**config.mk**
```make
export PLATFORM = sky130hd
export DESIGN_NAME = stopwatch_hms
export DESIGN_NICKNAME = d
export VERILOG_FILES = /design/src/rtl/stopwatch_pkg.sv /design/src/rtl/sw_prescaler.sv /design/src/rtl/stopwatch_hms.sv
export SDC_FILE = /design/constraint.sdc
export NUM_CORES = 1
export LEC_CHECK = 0
export ABC_AREA = 1
export BUFFER_PORTS_ARGS = -buffer_cell sky130_fd_sc_hd__buf_2
export CAP_MARGIN = 20
export CORE_MARGIN = 1
export CORE_UTILIZATION = 35
export CTS_CLUSTER_DIAMETER = 30
export DETAILED_ROUTE_END_ITERATION = 10
export SETUP_SLACK_MARGIN = 0.3
export SLEW_MARGIN = 5
export SYNTH_ARGS = -nofsm -noshare
export SYNTH_HDL_FRONTEND = slang
export SYNTH_HIERARCHICAL = 1
export SYNTH_SLANG_ARGS = --single-unit
```
**constraint.sdc**
```tcl
create_clock -name clk -period 1.7 [get_ports clk]
set_input_delay 0.51 -clock clk [delete_from_list [all_inputs] [get_ports clk]]
set_output_delay 0.51 -clock clk [all_outputs]
set_load 0.005 [all_outputs]
```
**src/rtl/stopwatch_pkg.sv**
```systemverilog
// Shared types and constants for the stopwatch_hms core.
package stopwatch_pkg;

  typedef enum logic [1:0] {
    IDLE  = 2'd0,
    RUN   = 2'd1,
    PAUSE = 2'd2,
    DONE  = 2'd3
  } sw_state_e;

  localparam int unsigned SEC_W   = 6;
  localparam logic [5:0]  SEC_MAX = 6'd59;

  // Saturate a raw seconds preload to the legal 0..59 range.
  function automatic logic [SEC_W-1:0] clamp_sec(input logic [SEC_W-1:0] s);
    return (s > SEC_MAX) ? SEC_MAX : s;
  endfunction

endpackage

```
**src/rtl/sw_prescaler.sv**
```systemverilog
// Clock-to-second prescaler: counts enabled cycles, holds when disabled, and
// flags the last cycle of each second on tick_c.
module sw_prescaler #(
  parameter int unsigned TICKS_PER_SEC = 1
) (
  input  logic clk,
  input  logic rst_n,
  input  logic en,
  input  logic clr,
  output logic tick_c
);

  localparam int unsigned PW = (TICKS_PER_SEC > 1) ? $clog2(TICKS_PER_SEC) : 1;
  localparam logic [PW-1:0] LAST = PW'(TICKS_PER_SEC - 1);

  logic [PW-1:0] cnt_q;

  assign tick_c = en && (cnt_q == LAST);

  always_ff @(posedge clk or negedge rst_n) begin
    if (!rst_n) begin
      cnt_q <= '0;
    end else if (clr) begin
      cnt_q <= '0;
    end else if (en) begin
      cnt_q <= tick_c ? '0 : cnt_q + PW'(1);
    end
  end

endmodule

```
**src/rtl/stopwatch_hms.sv**
```systemverilog
// Stopwatch/timer with prescaler, up/down counting, expiry and overflow.
// Lap capture is built only when STOPWATCH_LAP_EN is defined.
module stopwatch_hms
  import stopwatch_pkg::*;
#(
  parameter int unsigned TICKS_PER_SEC = 1,
  parameter int unsigned MIN_W         = 7,
  parameter int unsigned MAX_MIN       = 99
) (
  input  logic             clk,
  input  logic             rst_n,
  input  logic             start,
  input  logic             stop,
  input  logic             clear,
  input  logic             lap,
  input  logic             down,
  input  logic             load,
  input  logic [MIN_W-1:0] load_min,
  input  logic [5:0]       load_sec,
  output logic [5:0]       seconds,
  output logic [MIN_W-1:0] minutes,
  output logic             running,
  output logic             expired,
  output logic             overflow,
  output logic [5:0]       lap_sec,
  output logic [MIN_W-1:0] lap_min,
  output logic             lap_valid
);

  localparam logic [MIN_W-1:0] MIN_MAX = MIN_W'(MAX_MIN);

  sw_state_e        state_q, state_nx;
  logic             down_q, down_nx;
  logic [5:0]       sec_nx, ld_sec;
  logic [MIN_W-1:0] min_nx, ld_min;
  logic             ovf_nx, exp_nx, run_nx;
  logic             tick_c, presc_en, presc_clr, last_down_c, start_idle_c;

  assign ld_sec       = clamp_sec(load_sec);
  assign ld_min       = (load_min > MIN_MAX) ? MIN_MAX : load_min;
  assign start_idle_c = (state_q == IDLE) && !load && start;
  assign last_down_c  = down_q && (seconds == 6'd1) && (minutes == '0);

  // Stop gates the prescaler so a stop edge never moves the count.
  assign presc_en  = (state_q == RUN) && !clear && !stop;
  assign presc_clr = clear || start_idle_c;

  sw_prescaler #(.TICKS_PER_SEC(TICKS_PER_SEC)) u_presc (
    .clk    (clk),
    .rst_n  (rst_n),
    .en     (presc_en),
    .clr    (presc_clr),
    .tick_c (tick_c)
  );

  always_ff @(posedge clk or negedge rst_n) begin
    if (!rst_n) state_q <= IDLE;
    else        state_q <= state_nx;
  end

  always_comb begin
    state_nx = state_q;
    if (clear) begin
      state_nx = IDLE;
    end else begin
      case (state_q)
        IDLE:    if (start_idle_c) state_nx = (down && seconds == '0 && minutes == '0) ? DONE : RUN;
        RUN:     if (stop) state_nx = PAUSE;
                 else if (tick_c && last_down_c) state_nx = DONE;
        PAUSE:   if (!stop && start) state_nx = RUN;
        DONE:    if (load) state_nx = IDLE;
        default: state_nx = IDLE;
      endcase
    end
  end

  // Next values for the registered outputs and the count arithmetic.
  always_comb begin
    sec_nx  = seconds;
    min_nx  = minutes;
    ovf_nx  = overflow;
    down_nx = down_q;
    run_nx  = (state_nx == RUN);
    exp_nx  = (state_nx == DONE) && (state_q != DONE);
    if (clear) begin
      sec_nx = '0;
      min_nx = '0;
      ovf_nx = 1'b0;
    end else if (load && (state_q == IDLE || state_q == DONE)) begin
      sec_nx = ld_sec;
      min_nx = ld_min;
    end else if (start_idle_c) begin
      down_nx = down;
    end else if (tick_c) begin
      if (down_q) begin
        if (seconds == '0) begin
          sec_nx = SEC_MAX;
          min_nx = minutes - MIN_W'(1);
        end else begin
          sec_nx = seconds - 6'd1;
        end
      end else if (seconds == SEC_MAX) begin
        sec_nx = '0;
        if (minutes == MIN_MAX) begin
          min_nx = '0;
          ovf_nx = 1'b1;
        end else begin
          min_nx = minutes + MIN_W'(1);
        end
      end else begin
        sec_nx = seconds + 6'd1;
      end
    end
  end

  always_ff @(posedge clk or negedge rst_n) begin
    if (!rst_n) begin
      seconds  <= '0;
      minutes  <= '0;
      running  <= 1'b0;
      expired  <= 1'b0;
      overflow <= 1'b0;
      down_q   <= 1'b0;
    end else begin
      seconds  <= sec_nx;
      minutes  <= min_nx;
      running  <= run_nx;
      expired  <= exp_nx;
      overflow <= ovf_nx;
      down_q   <= down_nx;
    end
  end

`ifdef STOPWATCH_LAP_EN
  always_ff @(posedge clk or negedge rst_n) begin
    if (!rst_n) begin
      lap_sec   <= '0;
      lap_min   <= '0;
      lap_valid <= 1'b0;
    end else if (clear) begin
      lap_sec   <= '0;
      lap_min   <= '0;
      lap_valid <= 1'b0;
    end else if (lap && (state_q == RUN || state_q == PAUSE)) begin
      lap_sec   <= seconds;
      lap_min   <= minutes;
      lap_valid <= 1'b1;
    end
  end
`else
  logic unused_lap;
  assign unused_lap = lap;
  assign lap_sec    = '0;
  assign lap_min    = '0;
  assign lap_valid  = 1'b0;
`endif

endmodule

```
==> results.tsv, run 1 <==
metric	value	unit
status	complete, but fails checks	
failing checks	negative setup slack	
Synth top cells by count	nand2_1 (75), nand3_1 (41), inv_1 (32), nor2_1 (29), dfrtp_1 (20)	
post-synth cell types	27	
H-tree depth	1	
setup ws final	-0.000329	ns
worst-skew pair later-pin latency	0.27	ns
CP max stage cell	dfrtp_1	
Ports	51	
Hold Crit Class	in -> async	
# clock sinks	20	
Port Buffers	35	
Die Footprint	6290	um^2
peak per-stage delay on the critical path	0.40	ns
routed vias	2224	
clock root cell	clkbuf_8	
Critical path buffers and inverters	4	
Initial Util	37.1	%
Fmax	0.588	GHz
Synth area leaders	dfrtp_1 (24%), nand2_1 (13%), nand3_1 (9.8%)	
total grt overflow	0	
clock buffer count from CTS	3	
Cells after Synth	317	
initial antenna violation count	0	
largest net degree at the start of global routing	21	
area fraction of the dominant cell type after synthesis	23.9	%
GRT Util Overall	19.5	%
Setup Skew	0.00363	ns
area post-placement	2420	um^2
Slew Limit Fails	0	
GP Congestion	0.859	
Final min period	1.70	ns
Final ANT Viol Nets	0	
Worst Path Max Fanout	8	
RSZ-0062 raised after global routing	yes	
Top cell by count, worst path	inv_2	
core area	5640	um^2
critical path data required time	1.90	ns
post-synth top area cell	dfrtp_1	
Worst Setup SP	state_q[1]$_DFF_PN0_	
clock transition at the registers of the reported paths	0.08	ns
Ys Warns	6	
CP endpoint kind	register	
DP Wirelength	4110	um
Mapped Area	2090	um^2
Worst setup SP type	register	
share of flip-flops with an asynchronous set or reset	100	%
Area growth syn-to-layout	30.6	%
largest vdd supply drop	680	uV
final hold violations	0	
Die Y	79.3	um
Top delay family on crit path	simple AND/OR/NAND/NOR gates	
Final nets	414	
max_cap viols	0	
register area share after synthesis	23.9	%
share of layout cells above drive strength 1	38.9	%
std cell rows	27	
most frequent cell after synthesis	nand2_1	
Post-Syn Area per Cell	6.60	um^2
DR DRC count	0	
Vias/cell	4.92	
WP data arrival	1.90	ns
final instance area	2730	um^2
CTS tree	built	
ant diodes	0	
ys flop type	dfrtp_1	
flops & latches, synth	20	
Cell Chain, Critical Path	inv_2, ha_4, inv_4, nor3_4, inv_2, nor2_4, inv_2, nand3_4, nand3_4, a21oi_4, nand3_2, nand2_1	
DR pass1 iterations	4	
Crit Reg-Reg Startpoint	state_q[1]$_DFF_PN0_	
Post-synth EDFFs	0	
global-route wire length before repair	9600	um
Pwr Density	1760	nW/um^2
Tcrit/Tclk final	100	%
Max clock buf depth	2	
Initial DRC Count	92	
Leak	0.00141	uW
die width	79.3	um
WS Path Type	reg -> reg	
Place WS	-0.0654	ns
vias in the first global route	2086	
Post-Route WL	5750	um
Final Setup Violations	1	
WL/cell	12.7	um
==> path summary, 6_finish.rpt <==
kind	endpoint	slack (ns)	cells after the start
worst max-delay path	minutes[2]$_DFFE_PN0P_	-0.0003	12
worst min-delay path	overflow$_DFFE_PN0P_	0.19	1
worst max register to register	minutes[2]$_DFFE_PN0P_	-0.0003	12
worst min register to register	overflow$_DFFE_PN0P_	0.52	2
max in group asynchronous	seconds[2]$_DFFE_PN0P_	1.15	1
min in group clk	overflow$_DFFE_PN0P_	0.52	2
==> area by class of cell <==
class | count | area (um^2)
Inverter | 43 | 168
Fill cell | 586 | 2910
Timing Repair Buffer | 67 | 433
Multi-Input combinational cell | 246 | 1470
Tap cell | 72 | 90.1
Clock buffer | 4 | 55.1
Sequential cell | 20 | 512
==> repair_timing <==
item | 4_1_cts | 5_1_grt
setup buffers | 7 | 7
resized for setup | 28 | 17
gates cloned | 1 | 0
hold buffers | 0 | 0
setup endpoints to repair | 27 | 26
pin swaps | 16 | 10
==> metal layers <==
metal	wire length [um]	track usage, %	vias up
met5	0	0	-
met4	77	5.64	0
met3	300	1.95	8
met2	2780	33.0	60
met1	2590	26.2	1044
li1	-	-	1112
==> placed cells by master, fill, tap and decap left out, drive strengths merged <==
cell type and instances:
ha 12, buf 67, nor2 39, nand3 45
conb 14, nand2 85, xor2 5, dfrtp 20
inv 42, nand4 6, a21boi 1, clkinvlp 1
a21oi 12, nor3 8, o21ai 16, o22ai 1
clkbuf 4, a31oi 2
==> through the flow <==
stage / hold WS (ns) / utilization, % / cells / power (uW) / TNS (ns)
after global routing: 0.229 / 48.4 / 452 / 5270 / -1.84
after floorplan: 0.214 / - / 330 / 3140 / 0
after CTS: 0.215 / 46.2 / 445 / 4530 / 0
final: 0.195 / 48.4 / 452 / 4800 / -0.000329
after global placement: 0.490 / 42.9 / 433 / 3820 / -0.183
after detailed placement: 0.489 / 42.9 / 433 / 3860 / -0.263
==> report_power, final <==
| part | total, uW | leakage (uW) | switching [uW] | internal (uW) |
|---|---|---|---|---|
| clock | 383 | 0.0000288 | 176 | 207 |
| combinational | 3430 | 0.00113 | 2000 | 1430 |
| sequential | 984 | 0.000253 | 308 | 677 |
| total | 4800 | 0.00141 | 2480 | 2320 |
==> logic make-up (layout without fill, tap and decap cells) <==
logic type                 after synthesis  count (layout)  synth area share (%)
AOI/OAI and AO/OA                       32              32                  8.50
xor gates and xnor gates                 5               5                  2.09
adders and majority gates               12              12                  7.18
buffers and inverters                   64             114                  15.7
DFF                                     20              20                  23.9
other                                    1              14                 0.179
and+or+nand+nor                        183             183                  42.4
==> state kept, by name (all words and copies together) (netlist names) <==
| name | flops |
|---|---|
| down_q | 1 |
| expired | 1 |
| minutes | 7 |
| overflow | 1 |
| running | 1 |
| seconds | 6 |
| state_q | 2 |
| u_presc/cnt_q | 1 |
Power figures use the tool's default switching activity.
==> run 2: changes to the inputs <==
--- a/config.mk
+++ b/config.mk
@@ -8,10 +8,13 @@
 export ABC_AREA = 1
 export BUFFER_PORTS_ARGS = -buffer_cell sky130_fd_sc_hd__buf_2
 export CAP_MARGIN = 20
+export CELL_PAD_IN_SITES_DETAIL_PLACEMENT = 1
+export CELL_PAD_IN_SITES_GLOBAL_PLACEMENT = 1
 export CORE_MARGIN = 1
-export CORE_UTILIZATION = 35
+export CORE_UTILIZATION = 34
 export CTS_CLUSTER_DIAMETER = 30
 export DETAILED_ROUTE_END_ITERATION = 10
+export PLACE_DENSITY_LB_ADDON = 0.1
 export SETUP_SLACK_MARGIN = 0.3
 export SLEW_MARGIN = 5
 export SYNTH_ARGS = -nofsm -noshare
==> results.tsv, run 2 (synthesis gave the netlist of run 1 again) <==
metric	value	unit	change
most frequent cells in the layout	nand2_1 (72), nand3_1 (37), buf_2 (31)		was nand2_1 (71), nand3_1 (36), buf_2 (34)
worst-skew pair later-pin latency	0.26	ns	was 0.27 ns
largest net degree at the start of global routing	21		unchanged
FILL cells	794		was 586
clock root cell	clkbuf_8		unchanged
Die Footprint	6470	um^2	was 6290 um^2
Final Setup Violations	2		was 1
Final min period	1.72	ns	was 1.70 ns
global-route wire length before repair	10400	um	was 9600 um
Port Buffers	35		unchanged
clock transition at the registers of the reported paths	0.08	ns	about the same
total grt overflow	0		unchanged
setup TNS	-0.0218	ns	was -0.000329 ns
WL/cell	13.7	um	was 12.7 um
# clock sinks	20		unchanged
largest vdd supply drop	708	uV	was 680 uV
DP Wirelength	4810	um	was 4110 um
GRT Util Overall	20.7	%	was 19.5%
Initial Util	35.3	%	was 37.1%
share of layout cells above drive strength 1	38.5	%	was 38.9%
WP data arrival	1.92	ns	was 1.90 ns
worst slew pin tran	0.501	ns	
max_cap viols	0		unchanged
Max clock buf depth	2		unchanged
Pwr Density	1770	nW/um^2	was 1760 nW/um^2
CP max stage cell	dfrtp_1		unchanged
Area growth syn-to-layout	33.0	%	was 30.6%
Worst setup SP type	register		unchanged
Final nets	418		was 414
setup ws final	-0.0152	ns	was -0.000329 ns
Largest Register	minutes		unchanged
Cell Chain, Critical Path	inv_2, ha_4, inv_2, nor3_2, inv_2, nor2_4, inv_2, nand3_4, nand3_4, a21oi_4, nand3_1, nand2_1		was inv_2, ha_4, inv_4, nor3_4, inv_2, nor2_4, inv_2, nand3_4, nand3_4, a21oi_4, nand3_2, nand2_1
commonest non-fill, non-tap cell in the layout	nand2_1		unchanged
Vias/cell	4.79		was 4.92
hold_ws	0.205	ns	was 0.195 ns
H-tree depth	1		unchanged
Inst Count DP	439		was 433
ant diodes	0		unchanged
Setup Skew	0.00185	ns	was 0.00363 ns
final hold violations	0		unchanged
FF-to-FF setup slack	-0.02	ns	was -0.0003 ns
routed vias	2197		was 2224
Top cell by count, worst path	inv_2		unchanged
Largest register FFs	7		unchanged
initial antenna violation count	0		unchanged
Initial DRC Count	52		was 92
CTS tree	built		unchanged
Post-Route WL	6280	um	was 5750 um
core area	5920	um^2	was 5640 um^2
post-layout util	47.0	%	was 48.4%
die width	80.4	um	was 79.3 um
Die Y	80.4	um	was 79.3 um
WS Path Type	reg -> reg		unchanged
Slew Limit Fails	0		unchanged
Place WS	-0.0766	ns	was -0.0654 ns
DR pass1 iterations	4		unchanged
Leak	0.00144	uW	was 0.00141 uW
peak per-stage delay on the critical path	0.41	ns	was 0.40 ns
failing checks	negative setup slack		unchanged
biggest regs	minutes: 7 flops, seconds: 6 flops, state_q: 2 flops		unchanged
critical path data required time	1.90	ns	about the same
GP Congestion	0.781		was 0.859
CP endpoint kind	register		unchanged
Critical path buffers and inverters	4		unchanged
clock buffer count from CTS	3		unchanged
DR DRC count	0		unchanged
std cell rows	28		was 27
Tcrit/Tclk final	101	%	was 100%
Fmax	0.583	GHz	was 0.588 GHz
Worst Path Max Fanout	8		unchanged
Slew headroom	66.6	%	
Ports	51		unchanged
RSZ-0062 raised after global routing	yes		unchanged
Final ANT Viol Nets	0		unchanged
Top delay family on crit path	simple AND/OR/NAND/NOR gates		unchanged
status	complete, but fails checks		unchanged
Non-Filler Instances	459		was 452
Hold Crit Class	in -> async		unchanged
vias in the first global route	2222		was 2086
==> run 2: cell count changes in the layout (fill, tap and decap cells not counted), moves of 2 or more <==
cell | previous run | this run
ha_1 | 11 | 9
dfrtp_2 | 9 | 6
buf_2 | 34 | 31
dfrtp_1 | 11 | 14
nor2_2 | 6 | 8
buf_6 | 4 | 12
==> run 2: power by group <==
part / leakage (uW) / internal, uW / switching [uW]
Clock: 0.0000288 / 206 / 172
Sequential: 0.000257 / 670 / 289
Combinational: 0.00116 / 1540 / 2050
Total: 0.00144 / 2420 / 2510
==> run 2: per-stage QoR <==
| step | instance area [um^2] | total power, uW |
|---|---|---|
| global route | 2780 | 5400 |
| finish | 2780 | 4930 |
| global placement | 2450 | 3940 |
| floorplan | 2200 | 3140 |
| CTS | 2740 | 4870 |
| detailed placement | 2450 | 3990 |
==> run 2: area by class of cell <==
cell class                 count  area (um^2)  area share (%)
sequential                    20          508            18.3
inverter                      43          165            5.94
multi-input combinational    246         1460            52.5
tap                           75         93.8            3.37
clock buffer                   4         55.1            1.98
timing repair buffer          71          500            18.0
==> run 2: path summary, 6_finish.rpt <==
| path | startpoint | cells past startpoint | end |
|---|---|---|---|
| min reg2reg | overflow$_DFFE_PN0P_ | 2 | overflow$_DFFE_PN0P_ |
| min | rst_n | 1 | minutes[1]$_DFFE_PN0P_ |
| max | state_q[1]$_DFF_PN0_ | 12 | minutes[2]$_DFFE_PN0P_ |
| min in group clk | overflow$_DFFE_PN0P_ | 2 | overflow$_DFFE_PN0P_ |
| max in group asynchronous | rst_n | 1 | seconds[3]$_DFFE_PN0P_ |
| max reg2reg | state_q[1]$_DFF_PN0_ | 12 | minutes[2]$_DFFE_PN0P_ |
==> run 2: metal layers <==
metal	part of all wire (%)	track usage, %	routed length, um
met5	0	0	0
met4	1.6	5.71	98
met3	1.5	1.70	94
met2	51	37.0	3200
met1	46	26.4	2890
==> run 2: repair_timing <==
item | CTS | global route
hold buffers | 0 | 0
pin swaps | 16 | 4
gates resized for setup | 40 | 6
buffers inserted | 13 | 3
setup endpoints to repair | 27 | 28
hold endpoints to repair | 0 | 0
